===== src/rtl/execute_feedback_unit_pkg.sv =====
// Shared configuration and payload types for the execute feedback merge.
// Unit counts are macros so a config header can override them before this package is compiled.
`ifndef ALU_UNIT_NUM
`define ALU_UNIT_NUM 2
`endif
`ifndef BRU_UNIT_NUM
`define BRU_UNIT_NUM 1
`endif
`ifndef CSR_UNIT_NUM
`define CSR_UNIT_NUM 1
`endif
`ifndef DIV_UNIT_NUM
`define DIV_UNIT_NUM 1
`endif
`ifndef LSU_UNIT_NUM
`define LSU_UNIT_NUM 1
`endif
`ifndef MUL_UNIT_NUM
`define MUL_UNIT_NUM 2
`endif
`ifndef EXECUTE_UNIT_NUM
`define EXECUTE_UNIT_NUM (`ALU_UNIT_NUM + `BRU_UNIT_NUM + `CSR_UNIT_NUM + `DIV_UNIT_NUM + `LSU_UNIT_NUM + `MUL_UNIT_NUM)
`endif
`ifndef PHY_REG_ID_WIDTH
`define PHY_REG_ID_WIDTH 7
`endif

package execute_feedback_unit_pkg;

    localparam int unsigned ALU_UNIT_NUM     = `ALU_UNIT_NUM;
    localparam int unsigned BRU_UNIT_NUM     = `BRU_UNIT_NUM;
    localparam int unsigned CSR_UNIT_NUM     = `CSR_UNIT_NUM;
    localparam int unsigned DIV_UNIT_NUM     = `DIV_UNIT_NUM;
    localparam int unsigned LSU_UNIT_NUM     = `LSU_UNIT_NUM;
    localparam int unsigned MUL_UNIT_NUM     = `MUL_UNIT_NUM;
    localparam int unsigned EXECUTE_UNIT_NUM = `EXECUTE_UNIT_NUM;
    localparam int unsigned PHY_REG_ID_WIDTH = `PHY_REG_ID_WIDTH;
    localparam int unsigned VALUE_WIDTH      = 32;

    typedef struct packed {
        logic                        enable;
        logic [PHY_REG_ID_WIDTH-1:0] phy_id;
        logic [VALUE_WIDTH-1:0]      value;
    } execute_feedback_channel_t;

    typedef struct packed {
        execute_feedback_channel_t [0:EXECUTE_UNIT_NUM-1] channel;
    } execute_feedback_pack_t;

    typedef enum logic [2:0] {
        UNIT_ALU,
        UNIT_BRU,
        UNIT_CSR,
        UNIT_DIV,
        UNIT_LSU,
        UNIT_MUL
    } execute_unit_kind_t;

    // First merged channel index owned by a unit kind; kinds are packed in enum order.
    function automatic int unsigned unit_base(input execute_unit_kind_t kind);
        int unsigned base;
        base = 0;
        if (kind > UNIT_ALU) base = base + ALU_UNIT_NUM;
        if (kind > UNIT_BRU) base = base + BRU_UNIT_NUM;
        if (kind > UNIT_CSR) base = base + CSR_UNIT_NUM;
        if (kind > UNIT_DIV) base = base + DIV_UNIT_NUM;
        if (kind > UNIT_LSU) base = base + LSU_UNIT_NUM;
        return base;
    endfunction

endpackage


===== src/rtl/execute_feedback_unit_conflict_check.sv =====
// Sticky detector for two enabled merged channels writing back the same phy_id.
module execute_feedback_conflict_check
    import execute_feedback_unit_pkg::*;
(
    input  logic                   clk,
    input  logic                   rst,
    input  execute_feedback_pack_t execute_feedback_pack,
    output logic                   feedback_conflict
);

    logic conflict_c;

    // Pairwise compare; disabled channels never participate.
    always_comb begin
        conflict_c = 1'b0;
        for (int unsigned i = 0; i < EXECUTE_UNIT_NUM; i++) begin
            for (int unsigned j = i + 1; j < EXECUTE_UNIT_NUM; j++) begin
                if (execute_feedback_pack.channel[i].enable &&
                    execute_feedback_pack.channel[j].enable &&
                    (execute_feedback_pack.channel[i].phy_id ==
                     execute_feedback_pack.channel[j].phy_id)) begin
                    conflict_c = 1'b1;
                end
            end
        end
    end

    always_ff @(posedge clk or posedge rst) begin
        if (rst) begin
            feedback_conflict <= 1'b0;
        end else if (conflict_c) begin
            feedback_conflict <= 1'b1;
        end
    end

endmodule


===== src/rtl/execute_feedback_unit.sv =====
// Merges per-unit execute feedback into one channel array (ALU, BRU, CSR, DIV, LSU, MUL order).
module execute_feedback_unit
    import execute_feedback_unit_pkg::*;
(
    input  logic                                         clk,
    input  logic                                         rst,
    input  execute_feedback_channel_t [0:ALU_UNIT_NUM-1] alu_execute_channel_feedback_pack,
    input  execute_feedback_channel_t [0:BRU_UNIT_NUM-1] bru_execute_channel_feedback_pack,
    input  execute_feedback_channel_t [0:CSR_UNIT_NUM-1] csr_execute_channel_feedback_pack,
    input  execute_feedback_channel_t [0:DIV_UNIT_NUM-1] div_execute_channel_feedback_pack,
    input  execute_feedback_channel_t [0:LSU_UNIT_NUM-1] lsu_execute_channel_feedback_pack,
    input  execute_feedback_channel_t [0:MUL_UNIT_NUM-1] mul_execute_channel_feedback_pack,
    output execute_feedback_pack_t                       execute_feedback_pack,
    output logic                                         feedback_conflict
);

    localparam int unsigned ALU_BASE = unit_base(UNIT_ALU);
    localparam int unsigned BRU_BASE = unit_base(UNIT_BRU);
    localparam int unsigned CSR_BASE = unit_base(UNIT_CSR);
    localparam int unsigned DIV_BASE = unit_base(UNIT_DIV);
    localparam int unsigned LSU_BASE = unit_base(UNIT_LSU);
    localparam int unsigned MUL_BASE = unit_base(UNIT_MUL);

    // Pure wiring: fields pass untouched, independent of enable, clk and rst.
    for (genvar i = 0; i < ALU_UNIT_NUM; i++) begin : g_alu
        assign execute_feedback_pack.channel[ALU_BASE + i] = alu_execute_channel_feedback_pack[i];
    end
    for (genvar i = 0; i < BRU_UNIT_NUM; i++) begin : g_bru
        assign execute_feedback_pack.channel[BRU_BASE + i] = bru_execute_channel_feedback_pack[i];
    end
    for (genvar i = 0; i < CSR_UNIT_NUM; i++) begin : g_csr
        assign execute_feedback_pack.channel[CSR_BASE + i] = csr_execute_channel_feedback_pack[i];
    end
    for (genvar i = 0; i < DIV_UNIT_NUM; i++) begin : g_div
        assign execute_feedback_pack.channel[DIV_BASE + i] = div_execute_channel_feedback_pack[i];
    end
    for (genvar i = 0; i < LSU_UNIT_NUM; i++) begin : g_lsu
        assign execute_feedback_pack.channel[LSU_BASE + i] = lsu_execute_channel_feedback_pack[i];
    end
    for (genvar i = 0; i < MUL_UNIT_NUM; i++) begin : g_mul
        assign execute_feedback_pack.channel[MUL_BASE + i] = mul_execute_channel_feedback_pack[i];
    end

    execute_feedback_conflict_check u_conflict_check (
        .clk                   (clk),
        .rst                   (rst),
        .execute_feedback_pack (execute_feedback_pack),
        .feedback_conflict     (feedback_conflict)
    );

endmodule


===== config.mk =====
export PLATFORM = sky130hd
export DESIGN_NAME = execute_feedback_unit
export DESIGN_NICKNAME = d
export VERILOG_FILES = /design/src/rtl/execute_feedback_unit_pkg.sv /design/src/rtl/execute_feedback_unit_conflict_check.sv /design/src/rtl/execute_feedback_unit.sv
export SDC_FILE = /design/constraint.sdc
export NUM_CORES = 1
export LEC_CHECK = 0
export ABC_AREA = 1
export CAP_MARGIN = 20
export CORE_AREA = 2 2 251 253
export CTS_CLUSTER_SIZE = 28
export DETAILED_ROUTE_END_ITERATION = 7
export DIE_AREA = 0 0 253 255
export GPL_TIMING_DRIVEN = 0
export PLACE_DENSITY_LB_ADDON = 0.25
export SLEW_MARGIN = 20
export SYNTH_ARGS = -nofsm -noshare
export SYNTH_HDL_FRONTEND = slang
export SYNTH_HIERARCHICAL = 1
export SYNTH_SLANG_ARGS = --single-unit

===== constraint.sdc =====
create_clock -name clk -period 1.25 [get_ports clk]
set_input_delay 0.3125 -clock clk [delete_from_list [all_inputs] [get_ports clk]]
set_output_delay 0.3125 -clock clk [all_outputs]
set_load 0.02 [all_outputs]

==> results.sh <==
export IMPL_synth_commonest_cells="493 x nand2_1, 351 x buf_4, 91 x nor2_1, 51 x inv_2, 40 x xnor2_1"
export IMPL_avgSynthCellArea_um2=5.216
export IMPL_grt_pass1_vias=7084
export IMPL_grt_first_pass_wirelength_um=47510
export IMPL_tightest_slew_ps=329.8
export IMPL_vias_per_cell=3.311
export IMPL_synth_top_cell_area_share_pct=43.97
export IMPL_final_area_mm2=0.01024
export IMPL_final_cells=2295
export IMPL_cp_start_kind="input port"
export IMPL_synth_edf_count=0
export IMPL_timing_rr_start="u_conflict_check/feedback_conflict"
export IMPL_grt_max_degree=11
export IMPL_reg_top3="u_conflict_check/feedback_conflict: 1 flops"
export IMPL_synth_area_mm2=0.005993
export IMPL_path_class="in2reg"
export IMPL_violations="setup timing"
export IMPL_critical_path_arrival_ps=1500
export IMPL_regToRegSetupSlack_ps=330
export IMPL_path_max_fanout=5
export IMPL_clk_latency_ps=0
export IMPL_synth_fp_nets=1471
export IMPL_yosysWarnings=6
export IMPL_reg2reg_depth=4
export IMPL_nFillCells=7415
export IMPL_multi_input_area_mm2=0.002940
export IMPL_overflow=0
export IMPL_largest_reg_flops=1
export IMPL_drc=0
export IMPL_dpl_cell_count=2280
export IMPL_grtUsageTotal_pct=9.975
export IMPL_synth_cell_types=20
export IMPL_globalplace_congestion=0.8800
export IMPL_ant_nets=0
export IMPL_synth_top_area_cell="buf_4"
export IMPL_dp_hpwl_um=31070
export IMPL_wire_per_inst_um=15.56
export IMPL_skew_ps=0
export IMPL_portBuffers=332
export IMPL_dieWidth_um=253
export IMPL_holdCritPathClass="in2async"
export IMPL_setup_viol=1
export IMPL_synthArstFlopShare_pct=100.0
export IMPL_vias=7599
export IMPL_synth_most_common_cell="nand2_1"
export IMPL_syn_inst=1149
export IMPL_fin_crit_sh_pct=126.3
export IMPL_drive_gt1_share_pct=32.35
export IMPL_core_area_mm2=0.06216
export IMPL_max_clock_freq_mhz=633.6
export IMPL_max_vdd_ir_drop_mv=0.1128
export IMPL_drv_slew=0
export IMPL_num_io_pins=643
export IMPL_drt_total_wl_um=35710
export IMPL_seq_area_um2=25.02
export IMPL_yosys_top_cells_area="buf_4 44%, nand2_1 31%, xnor2_1 5.8%, nor2_1 5.7%, inv_2 3.2%"
export IMPL_r2r_end="u_conflict_check/feedback_conflict"
export IMPL_largest_register="u_conflict_check/feedback_conflict"
export IMPL_slew_headroom_pct=77.85
export IMPL_cp_required_ps=1180
export IMPL_fp_dieH_um=255
export IMPL_fin_crit_ps=1578
export IMPL_rsz0062_at_grt="true"
export IMPL_areaGrowthSynthToFinish_pct=70.86
export IMPL_floorplan_initialDensity_pct=9.642
export IMPL_clk_pin_slew_ps=0
export IMPL_status="finished with violations"
export IMPL_p_per_area_mw_per_mm2=374.7
export IMPL_first_iter_violations=416
export IMPL_yosys_most_used_dff="dfrtp_1"
export IMPL_hold_viol_final=0
export IMPL_antenna_found_initial=0
export IMPL_rows=92
export IMPL_first_pass_iters=5
export IMPL_worst_slack_ps=-328.2
export IMPL_worst_setup_path_end_kind="flop"
export IMPL_die_area_mm2=0.06452
export IMPL_diodes=0
export IMPL_place_area_mm2=0.01032
export IMPL_synth_seq_cells=1
export IMPL_hold_buffers=0
export IMPL_nNetsFinal=1820
export IMPL_p_leak_nw=5.638
export IMPL_drv_cap=0
export IMPL_ys_seq_area_share_pct=0.4175
## where the power goes
| part | internal (mW) | switching [mW] | total (mW) |
|---|---|---|---|
| sequential | 0.0359 | 0.00401 | 0.0399 |
| clock | 0 | 0 | 0 |
| combinational | 1.67 | 2.13 | 3.80 |
| total | 1.71 | 2.13 | 3.84 |
## worst max-delay path: stages
cell        delay, ps
buf_12            100
clkinvlp_4        130
buf_4             160
nand2_1            50
nand4_1           100
nor2_2            190
nand2_1            70
nand2_1            60
nor2_1             40
nand2_1           120
nor2_1             70
nand2_2            90
## placed cells by master, fill, tap and decap left out, drive strengths merged, types with 4 or more instances in the layout
| cell | Yosys | layout |
|---|---|---|
| xnor2 | 40 | 40 |
| o21ai | 7 | 7 |
| clkbuf | 0 | 4 |
| nand3 | 23 | 23 |
| clkdlybuf4s15 | 0 | 8 |
| buf | 374 | 396 |
| nand4 | 5 | 5 |
| nor2 | 91 | 91 |
| nand2 | 494 | 494 |
| inv | 85 | 85 |
| dlygate4sd2 | 0 | 311 |
| a21oi | 23 | 23 |
## layout make-up
| type | count | share of cell area, % |
|---|---|---|
| Sequential cell | 1 | 0.2444 |
| Inverter | 86 | 4.093 |
| Buffer | 374 | 27.69 |
| Tap cell | 799 | 9.763 |
| Timing Repair inverter | 1 | 0.07331 |
| Multi-Input combinational cell | 688 | 28.71 |
| Timing Repair Buffer | 346 | 29.42 |
## what timing repair did
action / 4_1_cts / 5_1_grt
cloned: 1 / 0
pin swaps: 9 / 9
setup buffers: 12 / 2
resized for setup: 441 / 43
setup endpoints to repair: 322 / 5
## cells by family after synthesis
| logic type | count (synthesis) | synth area share [%] |
|---|---|---|
| buffers and inverters | 460 | 51.42 |
| DFF | 1 | 0.4175 |
| AOI/OAI and AO/OA | 33 | 2.881 |
| xor gates and xnor gates | 41 | 5.992 |
| and+or+nand+nor | 614 | 39.29 |
## through the flow
stage	power (mW)	setup TNS, ps	utilization (%)	hold slack (ps)	setup WS, ps
final	3.837	-328.2	16.47	452.5	-328.2
after global routing	4.118	-378.8	16.47	474.0	-378.8
after CTS	3.820	-356.7	16.27	455.1	-356.7
after detailed placement	4.143	-24820	16.60	455.7	-1118
after global placement	4.153	-25320	16.60	458.8	-1108
after floorplan	2.521	0	-	41.21	42.55
## worst max-delay path by stage
stage | from | end | slack (ps) | depth (start not counted)
global route | lsu_execute_channel_feedback_pack[33] | u_conflict_check/feedback_conflict | -380 | 12
detailed placement | lsu_execute_channel_feedback_pack[33] | u_conflict_check/feedback_conflict | -1120 | 10
global placement | lsu_execute_channel_feedback_pack[33] | u_conflict_check/feedback_conflict | -1110 | 10
CTS | lsu_execute_channel_feedback_pack[33] | u_conflict_check/feedback_conflict | -360 | 10
floorplan | div_execute_channel_feedback_pack[35] | u_conflict_check/feedback_conflict | 40 | 13
finish | lsu_execute_channel_feedback_pack[33] | u_conflict_check/feedback_conflict | -330 | 12
## per-layer routing
layer | part of all wire [%] | wire length [um] | vias up | GRT usage [%]
met1 | 42 | 14840 | 3428 | 12.87
met4 | 2.1 | 749 | 0 | 2.063
li1 | - | - | 3774 | -
met2 | 51 | 18220 | 365 | 18.16
met3 | 5.3 | 1899 | 32 | 0.6814
met5 | 0 | 0 | - | 0
Power figures use the tool's default switching activity.
